<file path="src/rtl/rn_ds_pkg.sv">
// Shared types and helpers for the rename->dispatch pipeline stage.
// Latency: n/a (types, constants and functions only).
// Backpressure: n/a.
//
// Contents: lane field widths/offsets for the default configuration, the
// packed-lane width derivation, the stage state enum and a popcount helper.
package rn_ds_pkg;

    // Default lane field widths.
    localparam int ALUOP_W_DEF = 9;
    localparam int AREG_W_DEF  = 5;
    localparam int PREG_W_DEF  = 6;
    localparam int IMM_W_DEF   = 32;

    // Field offsets inside a lane for the default widths.
    // Packing MSB->LSB: ALUop, Src1, Src2, Rdst, RSrc1, RSrc2, Phydst, imm.
    localparam int OFF_IMM    = 0;
    localparam int OFF_PHYDST = OFF_IMM    + IMM_W_DEF;
    localparam int OFF_RSRC2  = OFF_PHYDST + PREG_W_DEF;
    localparam int OFF_RSRC1  = OFF_RSRC2  + PREG_W_DEF;
    localparam int OFF_RDST   = OFF_RSRC1  + PREG_W_DEF;
    localparam int OFF_SRC2   = OFF_RDST   + AREG_W_DEF;
    localparam int OFF_SRC1   = OFF_SRC2   + AREG_W_DEF;
    localparam int OFF_ALUOP  = OFF_SRC1   + AREG_W_DEF;

    // Width of one packed lane for arbitrary field widths.
    function automatic int lane_w(input int aluop_w, input int areg_w,
                                  input int preg_w, input int imm_w);
        return aluop_w + 3 * areg_w + 3 * preg_w + imm_w;
    endfunction

    typedef enum logic [1:0] {
        EMPTY = 2'd0,
        FULL  = 2'd1,
        SKID  = 2'd2
    } ds_state_e;

    // Population count of up to 8 lane-valid bits (LANES is at most 8).
    function automatic logic [3:0] popcount8(input logic [7:0] v);
        logic [3:0] c;
        c = 4'd0;
        for (int i = 0; i < 8; i++) begin
            c = c + {3'd0, v[i]};
        end
        return c;
    endfunction

endpackage

</file>
<file path="src/rtl/rn_ds_slot.sv">
// One register slot of the rename->dispatch stage: pc, lane valids, lanes, count.
// Latency: 1 cycle from load to q_*.
// Backpressure: none; the parent decides when to load or clear.
//
// Ports: clk, rst_n (async active-low), load, clear (clear wins over load),
// d_* data in, q_* registered data out.
module rn_ds_slot #(
    parameter int PC_W   = 32,
    parameter int LANES  = 4,
    parameter int LANE_W = 74,
    parameter int CNT_W  = 3
) (
    input  logic                    clk,
    input  logic                    rst_n,
    input  logic                    load,
    input  logic                    clear,
    input  logic [PC_W-1:0]         d_pc,
    input  logic [LANES-1:0]        d_lane_vld,
    input  logic [LANES*LANE_W-1:0] d_lane,
    input  logic [CNT_W-1:0]        d_cnt,
    output logic [PC_W-1:0]         q_pc,
    output logic [LANES-1:0]        q_lane_vld,
    output logic [LANES*LANE_W-1:0] q_lane,
    output logic [CNT_W-1:0]        q_cnt
);

    always_ff @(posedge clk or negedge rst_n) begin
        if (!rst_n) begin
            q_pc       <= '0;
            q_lane_vld <= '0;
            q_lane     <= '0;
            q_cnt      <= '0;
        end else if (clear) begin
            q_pc       <= '0;
            q_lane_vld <= '0;
            q_lane     <= '0;
            q_cnt      <= '0;
        end else if (load) begin
            q_pc       <= d_pc;
            q_lane_vld <= d_lane_vld;
            q_lane     <= d_lane;
            q_cnt      <= d_cnt;
        end
    end

endmodule

</file>
<file path="src/rtl/rn_ds_pipe.sv">
// Rename->dispatch pipeline stage for a group of LANES instructions plus PC.
// Latency: 1 cycle (accept at edge N, dn_valid at N+1); empty groups are dropped.
// Backpressure: valid/ready; with RN_DS_SKID_EN a skid slot makes up_ready a
//   registered function of state, otherwise up_ready = !dn_valid | dn_ready.
//
// Optional feature macro: RN_DS_SKID_EN (adds skid slot and SKID state).
// Ports: clk, rst_n (async active-low), flush (sync, highest priority),
//   up_valid/up_ready/up_pc/up_lane_vld/up_lane from rename,
//   dn_valid/dn_ready/dn_pc/dn_lane_vld/dn_lane/dn_cnt to dispatch.
module rn_ds_pipe
    import rn_ds_pkg::*;
#(
    parameter  int LANES   = 4,
    parameter  int PC_W    = 32,
    parameter  int ALUOP_W = 9,
    parameter  int AREG_W  = 5,
    parameter  int PREG_W  = 6,
    parameter  int IMM_W   = 32,
    localparam int LANE_W  = lane_w(ALUOP_W, AREG_W, PREG_W, IMM_W),
    localparam int CNT_W   = $clog2(LANES + 1)
) (
    input  logic                    clk,
    input  logic                    rst_n,
    input  logic                    flush,
    input  logic                    up_valid,
    output logic                    up_ready,
    input  logic [PC_W-1:0]         up_pc,
    input  logic [LANES-1:0]        up_lane_vld,
    input  logic [LANES*LANE_W-1:0] up_lane,
    output logic                    dn_valid,
    input  logic                    dn_ready,
    output logic [PC_W-1:0]         dn_pc,
    output logic [LANES-1:0]        dn_lane_vld,
    output logic [LANES*LANE_W-1:0] dn_lane,
    output logic [CNT_W-1:0]        dn_cnt
);

    ds_state_e state, state_nxt;

    logic                    acc_ne;
    logic                    dlv;
    logic [CNT_W-1:0]        up_cnt;
    logic                    main_load;
    logic                    main_clear;
    logic [PC_W-1:0]         main_pc_d;
    logic [LANES-1:0]        main_vld_d;
    logic [LANES*LANE_W-1:0] main_lane_d;
    logic [CNT_W-1:0]        main_cnt_d;

    // Only non-empty groups occupy a slot; empty ones are consumed silently.
    assign acc_ne = up_valid & up_ready & (|up_lane_vld);
    assign dlv    = dn_valid & dn_ready;
    assign up_cnt = CNT_W'(popcount8(8'(up_lane_vld)));

`ifdef RN_DS_SKID_EN
    logic                    skid_load;
    logic                    skid_clear;
    logic                    main_from_skid;
    logic [PC_W-1:0]         skid_pc;
    logic [LANES-1:0]        skid_lane_vld;
    logic [LANES*LANE_W-1:0] skid_lane;
    logic [CNT_W-1:0]        skid_cnt;

    assign main_pc_d   = main_from_skid ? skid_pc       : up_pc;
    assign main_vld_d  = main_from_skid ? skid_lane_vld : up_lane_vld;
    assign main_lane_d = main_from_skid ? skid_lane     : up_lane;
    assign main_cnt_d  = main_from_skid ? skid_cnt      : up_cnt;

    always_comb begin
        state_nxt      = state;
        main_load      = 1'b0;
        main_clear     = 1'b0;
        main_from_skid = 1'b0;
        skid_load      = 1'b0;
        skid_clear     = 1'b0;
        if (flush) begin
            main_clear = 1'b1;
            skid_clear = 1'b1;
            state_nxt  = EMPTY;
        end else begin
            case (state)
                EMPTY: begin
                    if (acc_ne) begin
                        main_load = 1'b1;
                        state_nxt = FULL;
                    end
                end
                FULL: begin
                    if (acc_ne && dlv) begin
                        main_load = 1'b1;
                    end else if (acc_ne) begin
                        skid_load = 1'b1;
                        state_nxt = SKID;
                    end else if (dlv) begin
                        main_clear = 1'b1;
                        state_nxt  = EMPTY;
                    end
                end
                SKID: begin
                    // up_ready is low here, so only a delivery can move us.
                    if (dlv) begin
                        main_load      = 1'b1;
                        main_from_skid = 1'b1;
                        skid_clear     = 1'b1;
                        state_nxt      = FULL;
                    end
                end
                default: state_nxt = EMPTY;
            endcase
        end
    end

    rn_ds_slot #(
        .PC_W   (PC_W),
        .LANES  (LANES),
        .LANE_W (LANE_W),
        .CNT_W  (CNT_W)
    ) u_skid (
        .clk        (clk),
        .rst_n      (rst_n),
        .load       (skid_load),
        .clear      (skid_clear),
        .d_pc       (up_pc),
        .d_lane_vld (up_lane_vld),
        .d_lane     (up_lane),
        .d_cnt      (up_cnt),
        .q_pc       (skid_pc),
        .q_lane_vld (skid_lane_vld),
        .q_lane     (skid_lane),
        .q_cnt      (skid_cnt)
    );

    // up_ready is precomputed from next state so it has no comb input path.
    always_ff @(posedge clk or negedge rst_n) begin
        if (!rst_n) begin
            up_ready <= 1'b1;
        end else begin
            up_ready <= (state_nxt != SKID);
        end
    end
`else
    assign main_pc_d   = up_pc;
    assign main_vld_d  = up_lane_vld;
    assign main_lane_d = up_lane;
    assign main_cnt_d  = up_cnt;

    assign up_ready = !dn_valid | dn_ready;

    always_comb begin
        state_nxt  = state;
        main_load  = 1'b0;
        main_clear = 1'b0;
        if (flush) begin
            main_clear = 1'b1;
            state_nxt  = EMPTY;
        end else begin
            case (state)
                EMPTY: begin
                    if (acc_ne) begin
                        main_load = 1'b1;
                        state_nxt = FULL;
                    end
                end
                FULL: begin
                    // Acceptance while FULL implies dn_ready, so reload in place.
                    if (acc_ne) begin
                        main_load = 1'b1;
                    end else if (dlv) begin
                        main_clear = 1'b1;
                        state_nxt  = EMPTY;
                    end
                end
                default: state_nxt = EMPTY;
            endcase
        end
    end
`endif

    rn_ds_slot #(
        .PC_W   (PC_W),
        .LANES  (LANES),
        .LANE_W (LANE_W),
        .CNT_W  (CNT_W)
    ) u_main (
        .clk        (clk),
        .rst_n      (rst_n),
        .load       (main_load),
        .clear      (main_clear),
        .d_pc       (main_pc_d),
        .d_lane_vld (main_vld_d),
        .d_lane     (main_lane_d),
        .d_cnt      (main_cnt_d),
        .q_pc       (dn_pc),
        .q_lane_vld (dn_lane_vld),
        .q_lane     (dn_lane),
        .q_cnt      (dn_cnt)
    );

    // dn_valid is its own flop so dispatch sees a pure register output.
    always_ff @(posedge clk or negedge rst_n) begin
        if (!rst_n) begin
            state    <= EMPTY;
            dn_valid <= 1'b0;
        end else begin
            state    <= state_nxt;
            dn_valid <= (state_nxt != EMPTY);
        end
    end

endmodule

</file>
<file path="config.mk">
export PLATFORM = sky130hd
export DESIGN_NAME = rn_ds_pipe
export DESIGN_NICKNAME = d
export VERILOG_FILES = /design/src/rtl/rn_ds_pkg.sv /design/src/rtl/rn_ds_slot.sv /design/src/rtl/rn_ds_pipe.sv
export SDC_FILE = /design/constraint.sdc
export NUM_CORES = 1
export LEC_CHECK = 0
export CORE_AREA = 2 2 258 260
export DETAILED_ROUTE_END_ITERATION = 12
export DIE_AREA = 0 0 260 262
export GPL_TIMING_DRIVEN = 0
export PLACE_DENSITY = 0.59
export SLEW_MARGIN = 0
export SYNTH_ARGS = -nofsm -noshare
export SYNTH_HDL_FRONTEND = slang
export SYNTH_SLANG_ARGS = --single-unit
</file>
<file path="constraint.sdc">
create_clock -name clk -period 1.89 [get_ports clk]
set_input_delay 0.378 -clock clk [delete_from_list [all_inputs] [get_ports clk]]
set_output_delay 0.378 -clock clk [all_outputs]
set_load 0.05 [all_outputs]
</file>
# ---- Word level (Yosys, flattened, before mapping)
# Index checks and enable logic that the tools add are counted.
dict set report totals {
  latch_bits 0
  mem_bits_ro 0
  register_bits 338
  wordCells 40
  mem_bits_rw 0
  n_memories 0
}
dict set report op_classes {
  n_bitwise 4
  n_mul 0
  addsub 3
  n_lt_le_gt_ge 0
  n_mux 20
  shift 0
  div_mod_pow 0
  reduce_logical 6
  eq_ne 1
}
# cell count
set ops {}
lappend ops {{two-way mux 296 bit} 2}
lappend ops {{two-way mux 32 bit} 2}
lappend ops {{two-way mux 2 bit} 4}
lappend ops {{two-way mux 4 bit} 2}
lappend ops {{two-way mux 1 bit} 7}
lappend ops {{two-way mux 3 bit} 2}
lappend ops {{one-hot mux 2 bit (2 select lines)} 1}
lappend ops {{nonzero test 2 bit} 2}
lappend ops {{OR reduction 4 bit} 1}
lappend ops {{adder 2 x 1 -> 3 bit} 1}
lappend ops {{adder 3 x 1 -> 3 bit} 1}
lappend ops {{bitwise AND 1 bit} 3}
lappend ops {{adder 1 x 1 -> 2 bit} 1}
lappend ops {{equality test 2 x 1 -> 1 bit (second input constant)} 1}
lappend ops {{zero test 2 bit} 1}
lappend ops {{OR reduction 2 bit} 1}
lappend ops {{zero test 1 bit} 1}
lappend ops {{bitwise OR 1 bit} 1}

# ---- Logic depth before layout (Yosys ltp)
dict set report depth {
  ltp_word 9
  mapped_depth 8
}

# ---- Cells and area by module
# Synthesis repeated with hierarchy kept, for this count alone.
dict set report unflattened {
  cells_unflattened 1102
  area_unflattened_um2 13695.6
}
# mod instances cells_each area_each_um2
set by_module_without_submodules {}
lappend by_module_without_submodules {rn_ds_slot 1 1079 13452.9}
lappend by_module_without_submodules {rn_ds_pipe 1 23 242.7}

# ---- Worst setup path before layout
# Ideal clock, no wire load.
dict set report synth_path {
  kind {register to output}
  startpoint {register dn_valid}
  endpoint {output port up_ready}
  slack_ns -0.290
  arrival_time_ns 1.802
  t_required_ns 1.512
  path_stages_with_launch 5
  cell_sequence {dfrtp_1 nand2b_1 clkbuf_1 clkbuf_1 clkbuf_1}
}
dict set report synth_via {
  elab_chain_len 2
}
# item line
set synth_lines {}
lappend synth_lines {{from (decl)} rn_ds_pipe.sv:30} ;# output logic dn_valid,
lappend synth_lines {{from (signal assigned)} rn_ds_pipe.sv:206} ;# dn_valid <= (state_nxt != EMPTY);
lappend synth_lines {{zero test 1 bit} rn_ds_pipe.sv:147} ;# assign up_ready = !dn_valid | dn_ready;
lappend synth_lines {{bitwise OR 1 bit} rn_ds_pipe.sv:147}
lappend synth_lines {{to (decl)} rn_ds_pipe.sv:26} ;# output logic up_ready,
# No other way between the ends.

# ---- Final worst setup path
dict set report layout_path {
  startpoint {input port up_lane_vld[3]}
  endpoint {register u_main.q_lane[214]}
}
dict set report layout_via {
  elab_chain_len 6
}
# item line
set layout_lines {}
lappend layout_lines {{from (decl)} rn_ds_pipe.sv:28} ;# input logic [LANES-1:0] up_lane_vld,
lappend layout_lines {{OR reduction 4 bit *} rn_ds_pipe.sv:51} ;# assign acc_ne = up_valid & up_ready & (|up_lane_vld);
lappend layout_lines {{bitwise AND 1 bit *} rn_ds_pipe.sv:51}
lappend layout_lines {{two-way mux 1 bit, on equally long branches} {rn_ds_pipe.sv:166, rn_ds_pipe.sv:159}}
lappend layout_lines {{two-way mux 1 bit, on equally long branches} --}
lappend layout_lines {{two-way mux 1 bit} rn_ds_pipe.sv:153} ;# if (flush) begin
lappend layout_lines {{two-way mux 296 bit or nonzero test 2 bit (tied branches)} --}
lappend layout_lines {{to (signal assigned)} rn_ds_slot.sv:41} ;# q_lane <= d_lane;
lappend layout_lines {{to (decl)} rn_ds_slot.sv:23} ;# output logic [LANES*LANE_W-1:0] q_lane,
# Mark *: on every way between the ends. The rest lies on a longest branch, timed or not.
# A chain may end at the register's enable or synchronous reset.

==> results.toml <==
[outcome]
status = "finished with violations"
violations = "negative setup slack"

[logic_synthesis]
postSynthAreaPerCell_sq_um = 9.41
synthMuxAreaShare = 0
ys_types = 22
synth_ff_type = "dfrtp_1"
synth_compound_area_frac = 0.171
syn-cell-area_sq_mm = 0.0184
synth_edf_count = 0
synth_xor_area_frac = 0
synthSimpleGateAreaFrac = 0.230
synth_seq_cells = 338
syn_inst = 1954
yosysWarnings = 0
ys_seq_area_frac = 0.460
synthArstFlopShare = 1.00
synth_top_family_by_area = "simple AND/OR/NAND/NOR gates"
synth.net_count = 2295
synthAdderAreaFrac = 0.00313

[timing]
fin_ws_ps = -12.2
max_slew_margin = 0.405
report.final.slew_viol_count = 0
worst_pin_slew_ps = 892
setup_viol = 2
hold_ws_ps = 269
fin_setup_tns_ps = -12.6
finalHoldViolCount = 0
fmax_mhz = 526
timing.final.crit_share = 1.01
skew_ps = 13.7
rsz0062_at_grt = "true"
timing.final.crit_period_ps = 1900

[setup_path]
arrival_ps = 2320
max_stage_delay_ps = 460
critPathRequiredTime_ps = 2300
crit_path_start_kind = "input pin"
worst_setup_path_end_kind = "flop"
critPathSlowestCell = "clkdlybuf4s50_1"
r2r_start = "dn_valid$_DFF_PN0_"
r2r_setup_slack_ps = 50
crit_type = "in2reg"
rr_worst_depth = 7
path_cells = "clkdlybuf4s50_1, or3b_4, and3_1, buf_6, buf_6, buf_6, o41ai_1"
path_max_fanout = 10
critPathMostFrequentCell = "buf_6"
timing.rr.end = "u_main.q_lane[214]$_DFFE_PN0P_"

[floorplan]
dieArea_sq_mm = 0.0681
die_y_um = 262
initial_core_util = 0.282
core-area_sq_mm = 0.0653
num_rows = 94
fp.dieW_um = 260
pin_count = 674

[hold_path]
min_to = "u_main.q_lane_vld[2]$_DFFE_PN0P_"
holdCritPathClass = "in2reg"
hold_start = "up_lane_vld[2]"
min_path_cells = 3

[job]
cap_viol_max_count = 0

[cells_and_area]
area_growth_pct = 53.1
fillers = 6478
final_area_sq_mm = 0.0281
instances_no_fill = 3584
nNetsFinal = 3022
drive_gt1_frac = 0.135

[global_routing]
overflow = 0
grt_pass1_vias = 18883
grt_max_degree = 113
grtUsageTotal = 0.221
grt_pass1_wl_um = 116000
antenna_found_initial = 5

[cts]
clk_latency_ps = 560
root_buffer = "clkbuf_16"
cts-htree-levels = 2
clockBufferDepth = 3
cts_inserted_buffers = 42
path_clk_slew_ps = 60
clock_sinks = 338
cts_tree = "done"

[placed_design]
dp_cells = 3493
dpl-instance-area_sq_mm = 0.0263
dp_hpwl_um = 60400
gp_congestion = 0.898
port_buffers = 672
post-place-ws_ps = -1620

[power_and_ir_drop]
p_per_area_mw_per_mm2 = 744
irDropWorstVdd_v = 0.000564
p_leak_nw = 12.0

[drt]
ant_nets = 0
wl_per_cell_um = 22.0
vias_per_cell = 5.13
wirelength_um = 78900
dr_total_vias = 18403
drc = 0
drtIter0Drc = 1313
first_pass_iters = 5
==> power by group <==
| group | internal, mW | switching [mW] |
|---|---|---|
| Clock | 5.24 | 3.34 |
| Sequential | 7.60 | 0.236 |
| Combinational | 1.63 | 2.90 |
==> state kept, by name (all words and copies together) (netlist names) <==
name,cells
u_main.q_cnt,3
dn_valid,1
u_main.q_lane_vld,4
u_main.q_pc,32
u_main.q_lane,296
state,2
==> metal layers <==
layer | vias to the layer above | routed length [um] | part of all wire | global-route usage
met3 | 125 | 6170 | 0.078 | 0.0628
met1 | 9029 | 31000 | 0.39 | 0.260
li1 | 8570 | - | - | -
met5 | - | 25 | 0.00032 | 0
met2 | 675 | 39500 | 0.50 | 0.390
met4 | 4 | 2120 | 0.027 | 0.0645
==> cell usage after synthesis (2+ instances only) <==
library cell / instances / area [sq um]
ha_1: 3 / 37.5
nand4_1: 333 / 2080
nand2b_1: 2 / 12.5
buf_6: 20 / 225
nor2b_1: 334 / 2090
inv_1: 337 / 1260
nand4b_1: 2 / 17.5
o41ai_1: 310 / 2720
buf_4: 14 / 105
o41ai_2: 25 / 407
dfrtp_1: 338 / 8460
nor3_1: 2 / 10.0
buf_2: 29 / 145
clkbuf_1: 197 / 739
==> layout make-up <==
type	instances	area [sq um]	share of cell area
sequential	338	8460	0.301
multi-input combinational	1018	7610	0.271
timing repair buffer	686	6640	0.236
buffer	258	1600	0.0567
clock buffer	66	1340	0.0474
inverter	337	1260	0.0450
tap	864	1080	0.0384
clock inverter	10	128	0.00454
antenna	7	17.5	0.000623
==> placed cells by master, fill, tap and decap left out, types with 4 or more instances in the layout <==
master and count:
buf_6 41, dfrtp_1 338, clkbuf_8 14, clkbuf_1 128, clkbuf_16 49, diode_2 7, clkdlybuf4s50_1 331, clkdlybuf4s15_2 56
nand4_1 333, buf_4 21, o41ai_2 45, o41ai_1 290, dlygate4sd2_1 137, clkdlybuf4s15_1 102, clkinv_2 6, buf_8 9
buf_12 4, clkbuf_2 102, buf_2 6, nor2b_1 333, inv_1 337
==> through the flow <==
step / total power, mW / utilization
floorplan: 10.4 / -
global placement: 12.6 / 0.401
detailed placement: 12.7 / 0.403
CTS: 21.1 / 0.427
global route: 21.7 / 0.431
finish: 20.9 / 0.431
==> worst max-delay path: cells and delay by family <==
| family | cells | cell delay (ps) |
|---|---|---|
| buf+inv | 4 | 990 |
| simple gates | 2 | 620 |
| compound gates | 1 | 330 |
==> how the worst max path moves through the flow <==
stage	start	to	cells past startpoint
3_3_place_gp	rst_n	u_main.q_lane[268]$_DFFE_PN0P_	1
6_report	up_lane_vld[3]	u_main.q_lane[214]$_DFFE_PN0P_	7
4_1_cts	dn_valid$_DFF_PN0_	up_ready	4
5_1_grt	dn_valid$_DFF_PN0_	up_ready	4
3_5_place_dp	dn_ready	up_ready	6
2_1_floorplan	up_lane_vld[0]	u_main.q_lane[23]$_DFFE_PN0P_	8
==> logic make-up after synthesis <==
kind of cell / after synthesis
flip-flops: 338
AO/OA/AOI/OAI: 337
buffers and inverters: 598
adder cells (fa/ha/maj): 4
AND/OR/NAND/NOR: 676
other: 1
==> what timing repair did <==
action,in CTS,in global routing
cloned,0,2
endpoints found under the setup margin,674,414
hold endpoints to repair,43,0
gates resized for setup,679,185
pin swaps,1,2
hold buffers,1,0
buffers inserted,2,6
Note: power is estimated with default switching activity, not from simulation.
